**src/rtl/fetch_sequencer.sv**
```systemverilog
// Purpose : dual-issue fetch control; owns the PC pair, picks the next PC, sequences reset/stall/wait/flush.
// Latency : redirect -> one FLUSH cycle (squash) -> target pair fetched 2 cycles after the request.
// Backpr. : ld_haz or !mem_ready holds the current pair (HOLD); redirect overrides both.
//
// Ports:
//   CLK, EXT_RESET               clock, synchronous active-high reset
//   pc_source                    0 sequential, 1 jalr_pc, 2 branch_pc, 3 jump_pc (nonzero = redirect)
//   jalr_pc/branch_pc/jump_pc    redirect targets
//   ld_haz, mem_ready            decode hold request, instruction memory data-valid
//   fetch_pc_0/1                 slot addresses (pc, pc+4)
//   fetch_valid_0/1              slot carries a live instruction (always equal)
//   memRead1                     instruction memory read enable
//   squash                       kill the pair already in decode
//   bubble_count                 saturating count of cycles without a valid pair
//
// RESET_PC must have bits [2:0] clear.
module fetch_sequencer #(
  parameter logic [31:0] RESET_PC = 32'h0000_0000
) (
  input  logic        CLK,
  input  logic        EXT_RESET,
  input  logic [1:0]  pc_source,
  input  logic [31:0] jalr_pc,
  input  logic [31:0] branch_pc,
  input  logic [31:0] jump_pc,
  input  logic        ld_haz,
  input  logic        mem_ready,
  output logic [31:0] fetch_pc_0,
  output logic [31:0] fetch_pc_1,
  output logic        fetch_valid_0,
  output logic        fetch_valid_1,
  output logic        memRead1,
  output logic        squash,
  output logic [15:0] bubble_count
);

  localparam logic [1:0] RST_WAIT = 2'd0;
  localparam logic [1:0] FETCH    = 2'd1;
  localparam logic [1:0] HOLD     = 2'd2;
  localparam logic [1:0] FLUSH    = 2'd3;

  logic [1:0]  state, state_nxt;
  logic [31:0] pc, pc_nxt;
  logic [31:0] target;
  logic        redirect;
  logic        fetching;

  assign redirect = (pc_source != 2'd0);

  // Targets are word-aligned only; the pair is always {t, t+4} even if t is not 8-byte aligned.
  always_comb begin
    target = 32'h0;
    case (pc_source)
      2'd1:    target = jalr_pc;
      2'd2:    target = branch_pc;
      2'd3:    target = jump_pc;
      default: target = 32'h0;
    endcase
    target = target & 32'hFFFF_FFFC;
  end

  always_comb begin
    state_nxt = state;
    pc_nxt    = pc;
    case (state)
      RST_WAIT: begin
        // Redirects are ignored while coming out of reset.
        state_nxt = FETCH;
        pc_nxt    = RESET_PC;
      end
      FETCH: begin
        if (redirect) begin
          state_nxt = FLUSH;
          pc_nxt    = target;
        end else if (!mem_ready || ld_haz) begin
          state_nxt = HOLD;
        end else begin
          pc_nxt = pc + 32'd8;
        end
      end
      HOLD: begin
        if (redirect) begin
          state_nxt = FLUSH;
          pc_nxt    = target;
        end else if (mem_ready && !ld_haz) begin
          state_nxt = FETCH;
          pc_nxt    = pc + 32'd8;
        end
      end
      default: begin
        // FLUSH: pc already holds the target; a new redirect reloads it and extends the flush.
        if (redirect) begin
          state_nxt = FLUSH;
          pc_nxt    = target;
        end else begin
          state_nxt = FETCH;
        end
      end
    endcase
  end

  always_ff @(posedge CLK) begin
    if (EXT_RESET) begin
      state        <= RST_WAIT;
      pc           <= RESET_PC;
      bubble_count <= 16'h0000;
    end else begin
      state <= state_nxt;
      pc    <= pc_nxt;
      if (!fetch_valid_0 && (bubble_count != 16'hFFFF))
        bubble_count <= bubble_count + 16'd1;
    end
  end

  // Outputs depend only on registered state, plus mem_ready for the valids.
  assign fetching      = (state == FETCH) || (state == HOLD);
  assign fetch_pc_0    = pc;
  assign fetch_pc_1    = pc + 32'd4;
  assign memRead1      = fetching;
  assign fetch_valid_0 = fetching && mem_ready;
  assign fetch_valid_1 = fetch_valid_0;
  assign squash        = (state == FLUSH);

endmodule

```
**config.mk**
```make
export PLATFORM = sky130hd
export DESIGN_NAME = fetch_sequencer
export DESIGN_NICKNAME = d
export VERILOG_FILES = /design/src/rtl/fetch_sequencer.sv
export SDC_FILE = /design/constraint.sdc
export NUM_CORES = 1
export LEC_CHECK = 0
export BUFFER_PORTS_ARGS = -buffer_cell sky130_fd_sc_hd__buf_2
export CAP_MARGIN = 0
export CELL_PAD_IN_SITES_DETAIL_PLACEMENT = 0
export CELL_PAD_IN_SITES_GLOBAL_PLACEMENT = 1
export CORE_ASPECT_RATIO = 0.9
export CORE_MARGIN = 10
export CORE_UTILIZATION = 36
export CTS_BUF_LIST = sky130_fd_sc_hd__clkbuf_8
export CTS_CLUSTER_DIAMETER = 200
export CTS_CLUSTER_SIZE = 28
export DETAILED_ROUTE_END_ITERATION = 16
export GPL_TIMING_DRIVEN = 0
export PLACE_DENSITY = 0.95
export SYNTH_ARGS = -nofsm -noshare
export SYNTH_HDL_FRONTEND = slang
export SYNTH_SLANG_ARGS = --single-unit
```
**constraint.sdc**
```tcl
create_clock -name CLK -period 3.4 [get_ports CLK]
set_input_delay 0 -clock CLK [delete_from_list [all_inputs] [get_ports CLK]]
set_output_delay 0 -clock CLK [all_outputs]
set_load 0.05 [all_outputs]
```
==> flow_metrics.tcl <==
set metrics [dict create \
    vdd_drop_max_v 0.000213 \
    drc 0 \
    grt_pass1_vias 4939 \
    hold_end "fetch_pc_0[19]" \
    hp-start "jalr_pc[19]" \
    setup_violations 0 \
    grt_pass1_wl_um 27600 \
    synth_edf_count 0 \
    arrival_ns 2.84 \
    r2r_slack_ns 0.73 \
    reg2reg_depth 6 \
    hold_depth 4 \
    die-area_mm2 0.0158 \
    final_layout_size_suffix_gt1_frac 0.327 \
    drt_pass1_iterations 5 \
    worstSetupPathType "flop to output pin" \
    num_rows 36 \
    wl_per_cell_um 20.4 \
    end_kind "output pin" \
    dp_slack_ns 0.809 \
    grt_usage 0.213 \
    slew_viol_final 0 \
    synthTopCellsByArea "dfxtp_1, xnor2_1, nor2_1" \
    relSlewSlack 0.437 \
    fillCellCount 1136 \
    mostFrequentLayoutCells "buf_2, nor2_1, dfxtp_1, nand2_1, a21oi_1" \
    status "complete, no violations" \
    syn_inst 530 \
    power.leakage_nw 2.32 \
    fin_cells 867 \
    maxCapViolations 0 \
    antenna_found_initial 0 \
    tightest_slew_ns 0.841 \
    ys_seq_elements 48 \
    clock_latency_ns 0.32 \
    nNetsFinal 823 \
    synth_top_area_share 0.240 \
    hp-class "primary input to flop" \
    reg2reg_from "fetch_pc_0[4]" \
    finalSetupTns_ns 0 \
    die_y_um 120 \
    place_area_mm2 0.00508 \
    hpwl_um 13900 \
    syn2layout_area_growth_pct 29.6 \
    clock_tree.root_cell "clkbuf_8" \
    r2r_end "fetch_pc_0[23]" \
    clk_pin_slew_ns 0.10 \
    path_max_fanout 7 \
    ctsHoldBuffers 0 \
    yosys_most_used_dff "dfxtp_1" \
    avgSynthCellArea_um2 7.57 \
    synthArstFlopShare 0 \
    cts_resized 0 \
    postCtsSetupRepairBufs 0 \
    grt_max_degree 17 \
    finalCriticalPeriod_ns 2.84 \
    cts_tree "yes" \
    yosysUniqueCellTypes 62 \
    via_per_inst 5.62 \
    hold_ws_ns 0.0160 \
    overflow 0 \
    hold_viol_final 0 \
    start_util 0.370 \
    gp_congestion 0.935 \
    final.period_utilization 0.835 \
    yosysTopAreaCell "dfxtp_1" \
    ys_warn_count 0 \
    io_buffers 174 \
    antennaDiodeCount 0 \
    critPathRequiredTime_ns 3.40 \
    max_freq_mhz 352 \
    vias 4870 \
    placeableCoreArea_mm2 0.0109 \
    io_pins 186 \
    fin_ws_ns 0.561 \
    clock-sinks 48 \
    routed_wl_um 17700 \
    ant_nets 0 \
    design_area_mm2 0.00520 \
    powerDensity_mw_per_mm2 353 \
    h-tree-depth 2 \
    critPathLaunchType "flop" \
    die-width_um 131 \
    finClkSkew_ns 0.00535 \
    seq_area_frac_synth 0.240 \
    syn_area_mm2 0.00401 \
    cts_buffers 5 \
    cts_buffer_depth 2 \
    drtIter0Drc 488 \
    mostFrequentLayoutCell "buf_2" \
    dp_cells 859 \
    rsz0062_at_grt "false" \
]
## power by group
part / internal [W] / switching, W
clock network: 0.000222 / 0.000231
logic: 0.000215 / 0.000521
registers: 0.000597 / 0.0000484
## registers in the layout, indices dropped and copies added, names as in the netlist
name          cells
fetch_pc_0       30
bubble_count     16
state             2
## per-stage QoR
stage | total power [W] | util
after floorplan | 0.00116 | -
after global placement | 0.00138 | 0.468
after detailed placement | 0.00139 | 0.468
after CTS | 0.00184 | 0.479
after global routing | 0.00192 | 0.479
final | 0.00183 | 0.479
## layer usage
metal,routed length (µm),GRT usage
met1,7670,0.280
met2,8070,0.347
met3,1620,0.0484
met4,325,0.0521
met5,0,0
## how the worst max path moves through the flow
stage | start | end | slack [ns]
after floorplan | fetch_pc_0[4] | fetch_pc_1[19] | 0.65
after global placement | fetch_pc_0[4] | fetch_pc_0[23] | 0.91
after detailed placement | fetch_pc_0[4] | fetch_pc_0[25] | 0.81
after CTS | fetch_pc_0[4] | fetch_pc_1[15] | 0.62
after global routing | fetch_pc_0[4] | fetch_pc_1[15] | 0.42
final | fetch_pc_0[4] | fetch_pc_1[15] | 0.56
## logic make-up (layout without fill, tap and decap cells)
logic type / Yosys count / count (layout) / share of synthesized area
muxes: 34 / 34 / 0.0964
buffers and inverters: 62 / 244 / 0.0708
AOI/OAI and AO/OA: 124 / 124 / 0.205
adders and majority gates: 7 / 7 / 0.0218
other: 1 / 4 / 0.000935
and+or+nand+nor: 213 / 213 / 0.276
DFF: 48 / 48 / 0.240
xor gates and xnor gates: 41 / 41 / 0.0895
## cell type report
cell class,count,area [µm²],share of cell area
multi-input combinational,423,2780,0.534
sequential,48,961,0.185
timing repair buffer,174,871,0.167
buffer,51,243,0.0467
tap,152,190,0.0366
clock buffer,5,68.8,0.0132
clock inverter,3,47.5,0.00914
inverter,11,41.3,0.00794
## Yosys cell counts, drive strengths merged, types with 7 or more instances
library cell,instances
nor3,23
xor2,16
nor2,56
inv,11
nor4,8
a22oi,12
nand2,42
nand3,23
buf,26
ha,7
nand4,19
clkbuf,25
mux2,17
a31oi,7
mux2i,15
o21ai,33
a211oi,7
xnor2,25
a21oi,27
dfxtp,48
## critical path, stage by stage (launching register included)
cell	delay, ns
dfxtp_1	0.50
ha_1	0.33
nand4_1	0.35
nor2_1	0.55
and3_1	0.28
nand3_1	0.10
xnor2_1	0.13
buf_2	0.28
No activity file was read; power rests on OpenSTA's default activity.
